==> src/rtl/mux_n_pipe.sv <==
// rtl/mux_n_pipe.sv - N:1 select mux with registered, skid-buffered handshaked output (optional sel_err via MUX_N_PIPE_SEL_ERR_EN)
module mux_n_pipe #(
    parameter int WIDTH  = 5,
    parameter int NUM_IN = 3,
    parameter int SEL_W  = 2
) (
    input  logic                    clk,
    input  logic                    rst,
    input  logic [NUM_IN*WIDTH-1:0] inp,
    input  logic [SEL_W-1:0]        sel,
    input  logic                    in_valid,
    output logic                    in_ready,
    output logic [WIDTH-1:0]        out,
    output logic                    out_valid,
    input  logic                    out_ready
`ifdef MUX_N_PIPE_SEL_ERR_EN
    ,
    output logic                    sel_err
`endif
);

    // State encoding is {out_valid, skid_full}, so both flags fall straight out of the register.
    typedef enum logic [1:0] {
        ST_EMPTY = 2'b00,
        ST_ONE   = 2'b10,
        ST_FULL  = 2'b11
    } state_t;

    localparam logic [31:0] NUM_IN_U = 32'(NUM_IN);

    state_t            state_q, state_d;
    logic [WIDTH-1:0]  out_q, out_d;
    logic [WIDTH-1:0]  skid_q, skid_d;
    logic [WIDTH-1:0]  sel_data;
    logic [31:0]       sel_ext;
    logic              sel_in_range;
    logic              accept;
    logic              consume;

    // Handshake flags: in_ready depends only on registered state (and reset), never on out_ready.
    always_comb begin
        out_valid = state_q[1];
        in_ready  = !state_q[0] && !rst;
        out       = out_q;
        accept    = in_valid && in_ready;
        consume   = out_valid && out_ready;
    end

    // Input select; out-of-range codes clamp to the last input so out is never X.
    always_comb begin
        sel_ext      = 32'(sel);
        sel_in_range = (sel_ext < NUM_IN_U);
        sel_data     = inp[(NUM_IN-1)*WIDTH +: WIDTH];
        for (int k = 0; k < NUM_IN; k++) begin
            if (sel_in_range && (sel_ext == 32'(k))) begin
                sel_data = inp[k*WIDTH +: WIDTH];
            end
        end
    end

    // Next-state: output register plus one skid entry, strictly FIFO.
    always_comb begin
        state_d = state_q;
        out_d   = out_q;
        skid_d  = skid_q;
        case (state_q)
            ST_EMPTY: begin
                if (accept) begin
                    out_d   = sel_data;
                    state_d = ST_ONE;
                end
            end
            ST_ONE: begin
                if (accept && consume) begin
                    out_d = sel_data;
                end else if (accept) begin
                    skid_d  = sel_data;
                    state_d = ST_FULL;
                end else if (consume) begin
                    state_d = ST_EMPTY;
                end
            end
            ST_FULL: begin
                if (consume) begin
                    out_d   = skid_q;
                    state_d = ST_ONE;
                end
            end
            default: begin
                state_d = ST_EMPTY;
            end
        endcase
    end

    // Pipeline registers; reset discards both the output and skid contents.
    always_ff @(posedge clk) begin
        if (rst) begin
            state_q <= ST_EMPTY;
            out_q   <= '0;
            skid_q  <= '0;
        end else begin
            state_q <= state_d;
            out_q   <= out_d;
            skid_q  <= skid_d;
        end
    end

`ifdef MUX_N_PIPE_SEL_ERR_EN
    logic sel_err_q, sel_err_d;

    // Sticky flag for any accepted out-of-range select.
    always_comb begin
        sel_err_d = sel_err_q || (accept && !sel_in_range);
        sel_err   = sel_err_q;
    end

    // Sticky flag register, cleared only by reset.
    always_ff @(posedge clk) begin
        if (rst) begin
            sel_err_q <= 1'b0;
        end else begin
            sel_err_q <= sel_err_d;
        end
    end
`endif

endmodule
==> config.mk <==
export PLATFORM = sky130hd
export DESIGN_NAME = mux_n_pipe
export DESIGN_NICKNAME = d
export VERILOG_FILES = /design/src/rtl/mux_n_pipe.sv
export SDC_FILE = /design/constraint.sdc
export NUM_CORES = 1
export LEC_CHECK = 0
export BUFFER_PORTS_ARGS = -buffer_cell sky130_fd_sc_hd__buf_2
export CAP_MARGIN = 0
export CORE_MARGIN = 10
export CORE_UTILIZATION = 47
export DETAILED_ROUTE_END_ITERATION = 8
export GPL_ROUTABILITY_DRIVEN = 0
export GPL_TIMING_DRIVEN = 0
export PLACE_DENSITY = 0.75
export SETUP_SLACK_MARGIN = 0.15
export SYNTH_ARGS = -nofsm -noshare
export SYNTH_HDL_FRONTEND = slang
export SYNTH_SLANG_ARGS = --single-unit
==> constraint.sdc <==
create_clock -name clk -period 1.8 [get_ports clk]
set_input_delay 0 -clock clk [delete_from_list [all_inputs] [get_ports clk]]
set_output_delay 0 -clock clk [all_outputs]
set_load 0.03 [all_outputs]
# Yosys cells after proc, flatten, opt, wreduce, memory -nomap -nowiden
# Index checks and enable logic that the tools add are counted.
# Widths: inputs -> output; s select.
[word_totals] register_bits=12 wordCells=42 output_inout_bits=7 input_bits=21
[classes] n_lt_le_gt_ge=1 n_eq_ne=9 mux=13 n_bitwise=1 n_reduce_logical=15
[op_table] cell="$mux 5" count=6
[op_table] cell="$pmux 5 s3" count=1
[op_table] cell="$mux 2" count=5
[op_table] cell="$ne 2x2->1 const B" count=4
[op_table] cell="$reduce_and 4->1" count=2
[op_table] cell="$logic_and 1x1->1" count=7
[op_table] cell="$eq 2x2->1 const B" count=3
[op_table] cell="$pmux 2 s3" count=1
[op_table] cell="$logic_not 2->1" count=2
[op_table] cell="$ne 3x3->1 const B" count=1
[op_table] cell="$reduce_and 3->1" count=1
[op_table] cell="$reduce_bool 3->1" count=1
[op_table] cell="$eq 2x1->1 const B" count=1
[op_table] cell="$logic_not 1->1" count=2
[op_table] cell="$lt 2x2->1 const B" count=1
[op_table] cell="$not 1->1" count=1

# Longest topological paths before layout
[depth] ltp_word=7 depth_mapped=6

# Least setup slack after synthesis
# OpenSTA, ideal clock, no wires.
[synth_path] kind="reg-to-reg" from="reg state_q[1]" to="reg state_q[0]" stages_incl_launch_ff=6 arrival_ns=1.541 slack_ns=0.138 cell_sequence="dfxtp_1 -> ha_1 -> nand4bb_1 -> nor2_1 -> nand4b_4 -> mux2_4"
[synth_between] elab_chain_cells=4 elab_cells_between_ends=11 cone_classes="eq/ne (6); mux (1); reduce/logical (4)"
[synth_rtl] item="start: declaration" line="31" text="state_t state_q, state_d;"
[synth_rtl] item="start signal: assignment" line="102" text="state_q <= state_d;"
[synth_rtl] item="branches (longest 4 deep; another with $reduce_and 4->1)"
# Parallel ways; which one is timed is not known.
# A chain may end at the register's enable or synchronous reset.

# Worst setup path after layout
[layout_path] from="reg state_q[0]" to="reg state_q[0]"
[layout_between] elab_chain_cells=6 elab_cells_between_ends=15 cone_classes="eq/ne (6); mux (3); reduce/logical (6)"
[layout_rtl] item="$logic_not 1->1" line="43" text="in_ready = !state_q[0] && !rst;"
[layout_rtl] item="$logic_and 1x1->1" line="43"
[layout_rtl] item="$logic_and 1x1->1" line="45" text="accept = in_valid && in_ready;"
[layout_rtl] item="$mux 2 / $logic_and 1x1->1 (equally long branches)" line="76, 74"
[layout_rtl] item="$mux 2 / $ne 2x2->1 (equally long branches)"
[layout_rtl] item="$pmux 2 s3 / $reduce_and 4->1 (equally long branches)"
# Parallel ways exist; a longest one is shown, timed or not. The select of a mux whose other input is x is not followed.

==> metrics.csv <==
metric,value,unit
maxcap violations,0,
CP Class,reg -> reg,
"Arr. time, crit path",1700,ps
Worst-path clk slew,80,ps
# fillers,141,
Die Area,0.00356,mm²
placed insts,120,
status,finished clean,
ant diodes,0,
hold_buf cts,0,
"most common cell after layout, fill and taps aside",buf_2,
syn avg cell area,9.38,µm²
Max Slew Vio Count,0,
Mapped Area,741,µm²
Post-DP HPWL,1470,µm
Die Y,59.7,µm
die width,59.7,µm
post-synth cell types,24,
"Min Clock Period, post-route",1520,ps
Int Pwr,0.523,mW
Yosys Warn Count,0,
GR Util All Layers,10.9,%
Fmax,656,MHz
Max Root-Sink Buffers,2,
CP required,1970,ps
share of cells above drive strength 1,39.3,%
CP Cell Sequence,inv_1 > ha_4 > nand4bb_4 > nor2_1 > nand4b_4 > mux2_4,
sequential share of the synthesized area,32.4,%
hold path cells,5,
"commonest non-fill, non-tap cells in the layout","buf_2, mux2i_1, nor2_1, dfxtp_1, nand2_1",
Slew headroom,69.4,%
first-pass GRT wire length,3090,µm
Setup Viol. Count Final,0,
Peak VDD IR,500,µV
initial antenna violation count,0,
Leakage,0.439,nW
Post-CTS Setup Inserts,0,
nature of the critical path endpoint,flop,
Starting Density,49.2,%
Place WS,62.8,ps
DRC violations left,0,
RSZ-0062 raised after global routing,yes,
Clock Skew,14.7,ps
core area,0.00151,mm²
post-route ant nets,0,
1st-iter DRT viols,3,
Mapped Cells,79,
Worst Path Buf+Inv,1,
pin count of the biggest net entering global routing,11,
DR pass1 iterations,2,
final hold vios,0,
Worst R2R Path Depth,6,
setup_tns,0,ps
Least-Margin Pin Slew,459,ps
register bit count reported by yosys,12,
clock tree root buffer cell,clkbuf_4,
IO Port Bufs,25,
syn nets,104,
cell row count,14,
Vias,671,
IO Pins,28,
Clk pwr share,19.6,%
CP peak stage delay,370,ps
final cycle utilization of the critical path,84.7,%
H-tree depth,1,
drt wl/cell,14.9,µm
CTS tree,built,
vias in the first global route,739,
startpoint types,flop,
post-route setup slack,275,ps
CP Max Fanout,7,
Comb power frac,41.5,%
Reg power frac,38.9,%
clock sink count,12,
Tightest Hold Check Type,in -> reg,
Syn-to-layout area delta,28.5,%
Non-Filler Instances,123,
PD cells,885,mW/mm²
Levels on crit path,6,
Finished Core Util,63.2,%
Sw Share,37.9,%
Crit path max-delay family,simple AND/OR/NAND/NOR gates,
Net Switching,0.319,mW
cts bufs inserted,3,
CTS resizes,4,
Worst-Skew Late Latency,280,ps
Avg Vias per Cell,5.46,
# nets final,134,
GR Overflow Total,0,
final wirelength,1830,µm
critical path's slowest cell,dfxtp_2,
[logic make-up (layout without fill, tap and decap cells)]
group                      Yosys count  after routing  share of synthesized area [%]
AOI/OAI and AO/OA                   16             16                           14.4
and+or+nand+nor                     25             25                           20.8
muxes                               16             16                           22.3
adders and majority gates            4              4                           6.76
buffers and inverters                6             34                           3.38
DFF                                 12             12                           32.4
[worst paths after layout]
| path | startpoint | to | slack [ps] |
|---|---|---|---|
| setup / recovery | state_q[0] | state_q[0] | 280 |
| hold / removal | inp[10] | skid_q[0] | 110 |
| setup reg to reg | state_q[0] | state_q[0] | 280 |
| hold reg to reg | out[4] | out[4] | 460 |
[power groups by stage]
stage | Sequential (mW) | Combinational (mW) | Clock [mW]
after CTS | 0.324 | 0.345 | 0.173
after floorplan | 0.378 | 0.185 | 0
final | 0.328 | 0.350 | 0.165
after global routing | 0.332 | 0.383 | 0.183
after global placement | 0.328 | 0.312 | 0
after detailed placement | 0.329 | 0.318 | 0
[worst register-to-register path: stages (launching register included)]
cell and delay [ps]:
dfxtp_2 370, inv_1 140, ha_4 200, nand4bb_4 150
nor2_1 120, nand4b_4 150, mux2_4 300
[metal layers]
metal	wire (µm)	vias up	track usage (%)
met4	17	0	2.56
met3	140	2	6.57
met5	0	-	0
met2	942	14	19.0
li1	-	339	-
met1	727	316	10.8
[metrics by stage]
| stage | cell area (µm²) | hold WS, ps | power [mW] |
|---|---|---|---|
| finish | 952 | 114 | 0.842 |
| global route | 952 | 177 | 0.898 |
| CTS | 941 | 110 | 0.841 |
| floorplan | 742 | 281 | 0.563 |
| detailed placement | 887 | 402 | 0.647 |
| global placement | 887 | 387 | 0.640 |
[state kept, by name, summed over array words and instances, names as in the netlist]
signal   cells
out          5
state_q      2
skid_q       5
[synthesized netlist by cell type, drive strengths merged]
cell type	n	area share, %
a31oi	1	0.85
clkbuf	2	1.0
buf	2	1.4
nor3b	1	1.0
o22ai	1	0.85
inv	2	1.0
a21oi	2	1.4
or3b	1	1.5
o2bb2ai	5	5.9
mux2i	15	20
o21a	1	1.0
nand2	8	4.4
mux2	1	2.0
o21ai	5	3.4
o21bai	1	1.0
nor2	10	5.1
dfxtp	12	32
nand4b	2	5.2
nand4bb	1	1.5
nand3	2	2.0
ha	4	6.8
[area by class of cell]
class                      instances  area, µm²  share of cell area (%)
multi-input combinational         61        517                    54.3
sequential                        12        243                    25.5
timing repair buffer              25        125                    13.1
clock buffer                       3       22.5                    2.37
tap                               16       20.0                    2.10
buffer                             4       17.5                    1.84
inverter                           2       7.51                   0.788
Note: power is estimated with default switching activity, not from simulation.
